File: src/rtl/aes_round_sequencer.sv
// aes_round_sequencer
//   Control FSM for the AES-128 encrypt datapath. It runs the step blocks in
//   order: the initial addRoundKey, then NUM_ROUNDS rounds of
//   subBytes/shiftRows/mixColumns/addRoundKey. The last round skips mixColumns.
//   Each step gets a one-cycle *_en pulse, and the step completes on a rising
//   edge of its *_done level. All outputs are registered.
// Ports
//   clk, rst                   clock, async active-high reset
//   start                      begin an encryption (sampled in IDLE only)
//   busy, done, error          host status (done is a 1-cycle pulse)
//   round, state_sel           key-schedule round index, state-register mux select
//   ark/sb/sr/mc_en            step enable pulses
//   ark/sb/sr/mc_done          step done levels
module aes_round_sequencer #(
  parameter int NUM_ROUNDS = 10,
  parameter int TIMEOUT    = 255,
  parameter int TW         = 8
) (
  input  logic       clk,
  input  logic       rst,
  input  logic       start,
  output logic       busy,
  output logic       done,
  output logic       error,
  output logic [3:0] round,
  output logic       state_sel,
  output logic       ark_en,
  output logic       sb_en,
  output logic       sr_en,
  output logic       mc_en,
  input  logic       ark_done,
  input  logic       sb_done,
  input  logic       sr_done,
  input  logic       mc_done
);

  typedef enum logic [2:0] {
    S_IDLE, S_ARK0, S_SB, S_SR, S_MC, S_ARK, S_FINISH, S_ERR
  } state_t;

  // Bit index of each step block in the en/done vectors.
  localparam int B_ARK = 0;
  localparam int B_SB  = 1;
  localparam int B_SR  = 2;
  localparam int B_MC  = 3;

  function automatic logic [1:0] blk_of(state_t s);
    case (s)
      S_SB:    blk_of = 2'(B_SB);
      S_SR:    blk_of = 2'(B_SR);
      S_MC:    blk_of = 2'(B_MC);
      default: blk_of = 2'(B_ARK);
    endcase
  endfunction

  state_t        state_q, state_d;
  logic [3:0]    round_q, round_d;
  logic [TW-1:0] tmo_q, tmo_d;
  logic          first_q, first_d;       // first cycle in a step state
  logic [3:0]    done_q, done_d;         // previous-cycle done levels
  logic [3:0]    en_q, en_d;
  logic          busy_q, busy_d;
  logic          fin_q, fin_d;
  logic          err_q, err_d;
  logic          sel_q, sel_d;

  logic [3:0]    done_in, done_edge;
  logic          step_edge, last_round;
  state_t        nxt;

  assign done_in    = {mc_done, sr_done, sb_done, ark_done};
  assign done_edge  = done_in & ~done_q;
  // An edge in the entry cycle is ignored; the block cannot have finished yet.
  assign step_edge  = done_edge[blk_of(state_q)] && !first_q;
  assign last_round = (round_q == 4'(NUM_ROUNDS));

  always_comb begin
    state_d = state_q;
    round_d = round_q;
    tmo_d   = tmo_q;
    first_d = 1'b0;
    done_d  = done_in;
    en_d    = '0;
    busy_d  = busy_q;
    fin_d   = 1'b0;
    err_d   = err_q;
    sel_d   = sel_q;
    nxt     = state_q;
    case (state_q)
      S_IDLE: begin
        if (start) begin
          state_d      = S_ARK0;
          round_d      = '0;
          sel_d        = 1'b0;
          busy_d       = 1'b1;
          err_d        = 1'b0;
          tmo_d        = '0;
          first_d      = 1'b1;
          en_d[B_ARK]  = 1'b1;
        end
      end
      S_FINISH, S_ERR: state_d = S_IDLE;
      default: begin
        // A done edge takes priority over a timeout in the same cycle.
        if (step_edge) begin
          case (state_q)
            S_ARK0: begin nxt = S_SB; round_d = 4'd1; sel_d = 1'b1; end
            S_SB:   nxt = S_SR;
            S_SR:   nxt = last_round ? S_ARK : S_MC;
            S_MC:   nxt = S_ARK;
            default: begin
              if (last_round) nxt = S_FINISH;
              else begin nxt = S_SB; round_d = round_q + 4'd1; end
            end
          endcase
          state_d = nxt;
          if (nxt == S_FINISH) begin
            busy_d = 1'b0;
            fin_d  = 1'b1;
          end else begin
            tmo_d             = '0;
            first_d           = 1'b1;
            en_d[blk_of(nxt)] = 1'b1;
          end
        end else if (tmo_q == TW'(TIMEOUT)) begin
          state_d = S_ERR;
          err_d   = 1'b1;
          busy_d  = 1'b0;
        end else begin
          tmo_d = tmo_q + 1'b1;
        end
      end
    endcase
  end

  always_ff @(posedge clk or posedge rst) begin
    if (rst) begin
      state_q <= S_IDLE;
      round_q <= '0;
      tmo_q   <= '0;
      first_q <= 1'b0;
      done_q  <= '0;
      en_q    <= '0;
      busy_q  <= 1'b0;
      fin_q   <= 1'b0;
      err_q   <= 1'b0;
      sel_q   <= 1'b0;
    end else begin
      state_q <= state_d;
      round_q <= round_d;
      tmo_q   <= tmo_d;
      first_q <= first_d;
      done_q  <= done_d;
      en_q    <= en_d;
      busy_q  <= busy_d;
      fin_q   <= fin_d;
      err_q   <= err_d;
      sel_q   <= sel_d;
    end
  end

  assign busy      = busy_q;
  assign done      = fin_q;
  assign error     = err_q;
  assign round     = round_q;
  assign state_sel = sel_q;
  assign ark_en    = en_q[B_ARK];
  assign sb_en     = en_q[B_SB];
  assign sr_en     = en_q[B_SR];
  assign mc_en     = en_q[B_MC];

endmodule

File: config.mk
export PLATFORM = sky130hd
export DESIGN_NAME = aes_round_sequencer
export DESIGN_NICKNAME = d
export VERILOG_FILES = /design/src/rtl/aes_round_sequencer.sv
export SDC_FILE = /design/constraint.sdc
export NUM_CORES = 1
export LEC_CHECK = 0
export BUFFER_PORTS_ARGS = -buffer_cell sky130_fd_sc_hd__buf_2
export CAP_MARGIN = 20
export CORE_MARGIN = 2
export CORE_UTILIZATION = 40
export CTS_BUF_LIST = sky130_fd_sc_hd__clkbuf_4
export DETAILED_ROUTE_END_ITERATION = 16
export PLACE_DENSITY = 0.67
export SYNTH_ARGS = -nofsm -noshare
export SYNTH_HDL_FRONTEND = slang
export SYNTH_SLANG_ARGS = --single-unit
export TNS_END_PERCENT = 100
File: constraint.sdc
create_clock -name clk -period 2.8 [get_ports clk]
set_input_delay 0.56 -clock clk [delete_from_list [all_inputs] [get_ports clk]]
set_output_delay 0.56 -clock clk [all_outputs]
set_load 0.02 [all_outputs]
==> reports/results.md <==
| Item | Reported |
|---|---|
| Number of cells upsized or downsized after cts | 0 |
| Flop and latch count out of synthesis | 28 |
| Post-synthesis sequential area ratio | 0.455 |
| FF-to-FF End | round[1] |
| Fin util | 0.466 |
| Starting DRT DRC Count | 62 |
| Flop-to-flop setup slack | 0.48 ns |
| Area Overhead vs Synth | 11.6% |
| Wire length of the first global-routing pass | 5900 um |
| Worst Path Max Fanout | 24 |
| Insertion delay of the later-clocked pin in the worst-skew pair | 0.32 ns |
| Initial standard-cell utilization of the core | 0.418 |
| Comb pwr share | 0.522 |
| Distinct cell type count after synthesis | 49 |
| Share of the clock period used by the worst path | 0.829 |
| Synthesized area per cell | 9.76 um^2 |
| Share of async-settable or async-resettable flops after synthesis | 1.00 |
| Number of buffers on the longest clock path | 2 |
| Critical path launch point | state_q[0] |
| Number of flops mapped to enable cells by yosys | 0 |
| Via total after detailed routing | 1307 |
| Total power after layout | 0.00156 W |
| Most frequent CP cell | sky130_fd_sc_hd__or3b_4 |
| Sequential Power Share | 0.370 |
| Final Setup Violations | 0 |
| Cell taking the most area after synthesis | sky130_fd_sc_hd__dfrtp_1 |
| Fill cell instance count of the final layout | 370 |
| Hold violation count in the final report | 0 |
| GRT overflow | 0 |
| Clock tree root buffer cell | sky130_fd_sc_hd__clkbuf_4 |
| Post-detailed-route wirelength per cell | 15.3 um |
| Core region area | 0.00369 mm^2 |
| Result of the run | completed |
| Shortest clock period the worst path allows after layout | 2.32 ns |
| Maximum vdd drop | 464 uV |
| Share of cells above drive strength 1 | 0.202 |
| Wire length reported by the detailed router | 3450 um |
| Data required time at the worst endpoint | 3.02 ns |
| Number of maximum-capacitance violations | 0 |
| Library cell contributing the largest single delay on the critical path | sky130_fd_sc_hd__dfrtp_1 |
| Number of buffers added by the clock tree synthesis step | 3 |
| Switching fraction of total power | 0.451 |
| Most frequent cells after synthesis | 28 x sky130_fd_sc_hd__dfrtp_1, 11 x sky130_fd_sc_hd__a21oi_1, 11 x sky130_fd_sc_hd__nand2_1, 11 x sky130_fd_sc_hd__nor2_1, 9 x sky130_fd_sc_hd__nand3_1 |
| Final Skew | 0.00176 ns |
| CP startpoint kind | flip-flop |
| Cell leakage power | 0.760 nW |
| Number of top-level pins | 19 |
| CP peak stage delay | 0.42 ns |
| Count of inserted antenna diode cells | 0 |
| Half-perimeter wire length after detailed placement | 2480 um |
| Min-Delay Path Class | in2async |
| Number of antenna violations at the first check in global routing | 0 |
| Crit path setup slack, layout | 0.478 ns |
| Net switching component of the power | 0.000705 W |
| Hold buffer count at CTS | 0 |
| Via-per-instance ratio | 5.78 |
| Final number of max-transition violations | 0 |
| Die height | 66.1 um |
| Maximum frequency from static timing analysis | 0.431 GHz |
| Launch point of the worst reg-to-reg path | state_q[0] |
| H-tree levels | 1 |
| Post-Route Hold Slack | 0.269 ns |
| Leading cell types by total area after synthesis | sky130_fd_sc_hd__dfrtp_1 45%, sky130_fd_sc_hd__a21oi_1 3.6%, sky130_fd_sc_hd__nand3_1 2.9% |
| DRC violations left | 0 |
| Total of buffers placed on input and output ports | 18 |
| Endpoint arrival time on the critical path | 2.54 ns |
| Prevailing post-synth register cell | sky130_fd_sc_hd__dfrtp_1 |
| Cell internal power dissipation | 0.000859 W |
| Max-Slew Margin vs Limit | 0.657 |
| Post-CTS setup repair buffer count | 0 |
| Horiz. Die Dim | 66.1 um |
| Most repeated cell in the gate-level netlist after synthesis | sky130_fd_sc_hd__dfrtp_1 |
| Placer Congestion | 0.828 |
| Number of warnings issued by yosys | 0 |
| Register clock-pin slew on the reported worst setup and hold paths | 0.15 ns |
| Proportion of netlist area held by the largest area contributor | 0.455 |
| Gate count after technology mapping | 158 |
| Cell Chain, Critical Path | or3b_4 > or3b_4 > a31o_4 > o31ai_4 > mux2_1 |
| Number of global-route vias before repair | 1252 |
| Number of nets in the final layout | 189 |
| Slew at the pin closest to its max-slew limit | 0.510 ns |
| Area of the mapped netlist | 0.00154 mm^2 |
| Clock tree from TritonCTS | done |
| Count of nets left with antenna violations after detail routing | 0 |
| CP endpoint kind | flip-flop |
| R2R cell count | 5 |
| End of the critical path | round[1] |
| First-pass DRT Iterations | 4 |
| Number of nets in the synthesized netlist | 168 |
| RSZ-0062 raised after global routing | no |
| Number of clock sinks seen by CTS | 28 |
| Cell Pwr Density | 909 mW/mm^2 |
| Core Rows | 22 |
| Setup_tns | 0 ns |
| Pin count of the biggest net entering global routing | 29 |
| Total routing resource utilization after global routing | 0.173 |
| Post-place setup slack | 0.505 ns |
| Die Footprint | 0.00437 mm^2 |
| Crit path kind | reg2reg |
| Clock share of power | 0.108 |
[kinds of logic (layout without fill, tap and decap cells)]
| logic type | Yosys count | after routing | share of synthesized area |
|---|---|---|---|
| AND/OR/NAND/NOR | 63 | 63 | 0.229 |
| adder cells (fa/ha/maj) | 3 | 3 | 0.0244 |
| buffers and inverters | 14 | 34 | 0.0446 |
| AO/OA/AOI/OAI | 47 | 47 | 0.227 |
| multiplexers | 3 | 3 | 0.0203 |
| flip-flops | 28 | 28 | 0.455 |
[worst max-delay path: cells and delay by family (launching register included)]
kind | cells | cell delay (ns)
multiplexers | 1 | 0.35
flip-flops | 1 | 0.42
AO/OA/AOI/OAI | 2 | 0.62
AND/OR/NAND/NOR | 2 | 0.82
[metal layers]
layer	vias to the layer above	wire, um	GRT usage
met4	0	22	0.0434
met5	-	0	0
met3	2	184	0.0409
met2	39	1520	0.259
met1	626	1720	0.251
li1	640	-	-
[power groups by stage]
stage	Combinational [W]	Clock [W]	Sequential (W)
finish	0.000816	0.000169	0.000579
floorplan	0.000583	0	0.000619
global placement	0.000798	0	0.000579
detailed placement	0.000812	0	0.000585
global route	0.000916	0.000190	0.000592
CTS	0.000817	0.000183	0.000576
[per-stage QoR]
stage	cell area, um^2	cells
after floorplan	1540	158
after global placement	1690	222
after detailed placement	1690	222
after CTS	1720	226
after global routing	1720	226
final	1720	226
[worst min path at each step]
stage,from,endpoint,slack (ns)
after floorplan,tmo_q[0],tmo_q[0],0.49
after global placement,error,error,0.48
after detailed placement,error,error,0.49
after CTS,rst,done_q[3],0.27
after global routing,rst,done_q[3],0.28
final,rst,en_q[0],0.27
[registers in the layout, indices dropped and copies added (netlist names)]
signal	flops
busy	1
state_q	3
first_q	1
round	4
state_sel	1
error	1
en_q	4
tmo_q	8
done_q	4
done	1
[layout by cell type (no fill, tap or decap), types with 2 or more instances in the layout]
master,count
sky130_fd_sc_hd__nor2_1,11
sky130_fd_sc_hd__mux2i_1,2
sky130_fd_sc_hd__ha_1,3
sky130_fd_sc_hd__a311oi_1,2
sky130_fd_sc_hd__o31ai_1,2
sky130_fd_sc_hd__nand2_1,11
sky130_fd_sc_hd__nor4b_1,3
sky130_fd_sc_hd__a22o_1,3
sky130_fd_sc_hd__inv_1,5
sky130_fd_sc_hd__nand3_1,9
sky130_fd_sc_hd__a31o_2,2
sky130_fd_sc_hd__nand2b_1,2
sky130_fd_sc_hd__nor4_1,3
sky130_fd_sc_hd__or3_1,2
sky130_fd_sc_hd__clkbuf_4,3
sky130_fd_sc_hd__nor3b_1,2
sky130_fd_sc_hd__nor3_1,5
sky130_fd_sc_hd__or3b_4,2
sky130_fd_sc_hd__a21oi_1,11
sky130_fd_sc_hd__and3b_1,2
sky130_fd_sc_hd__nand4_1,2
sky130_fd_sc_hd__o21ai_0,8
sky130_fd_sc_hd__nor2b_1,4
sky130_fd_sc_hd__dfrtp_1,28
sky130_fd_sc_hd__a31oi_1,4
sky130_fd_sc_hd__buf_2,18
sky130_fd_sc_hd__buf_4,7
[final cells by class]
type                       instances  area, um^2  share of cell area
sequential                        28         701               0.407
clock buffer                       3        22.5              0.0131
clock inverter                     1        3.75             0.00218
tap                               48        60.1              0.0349
inverter                           5        18.8              0.0109
multi-input combinational        116         772               0.449
timing repair buffer              25         143              0.0829
No activity file was read; power rests on OpenSTA's default activity.
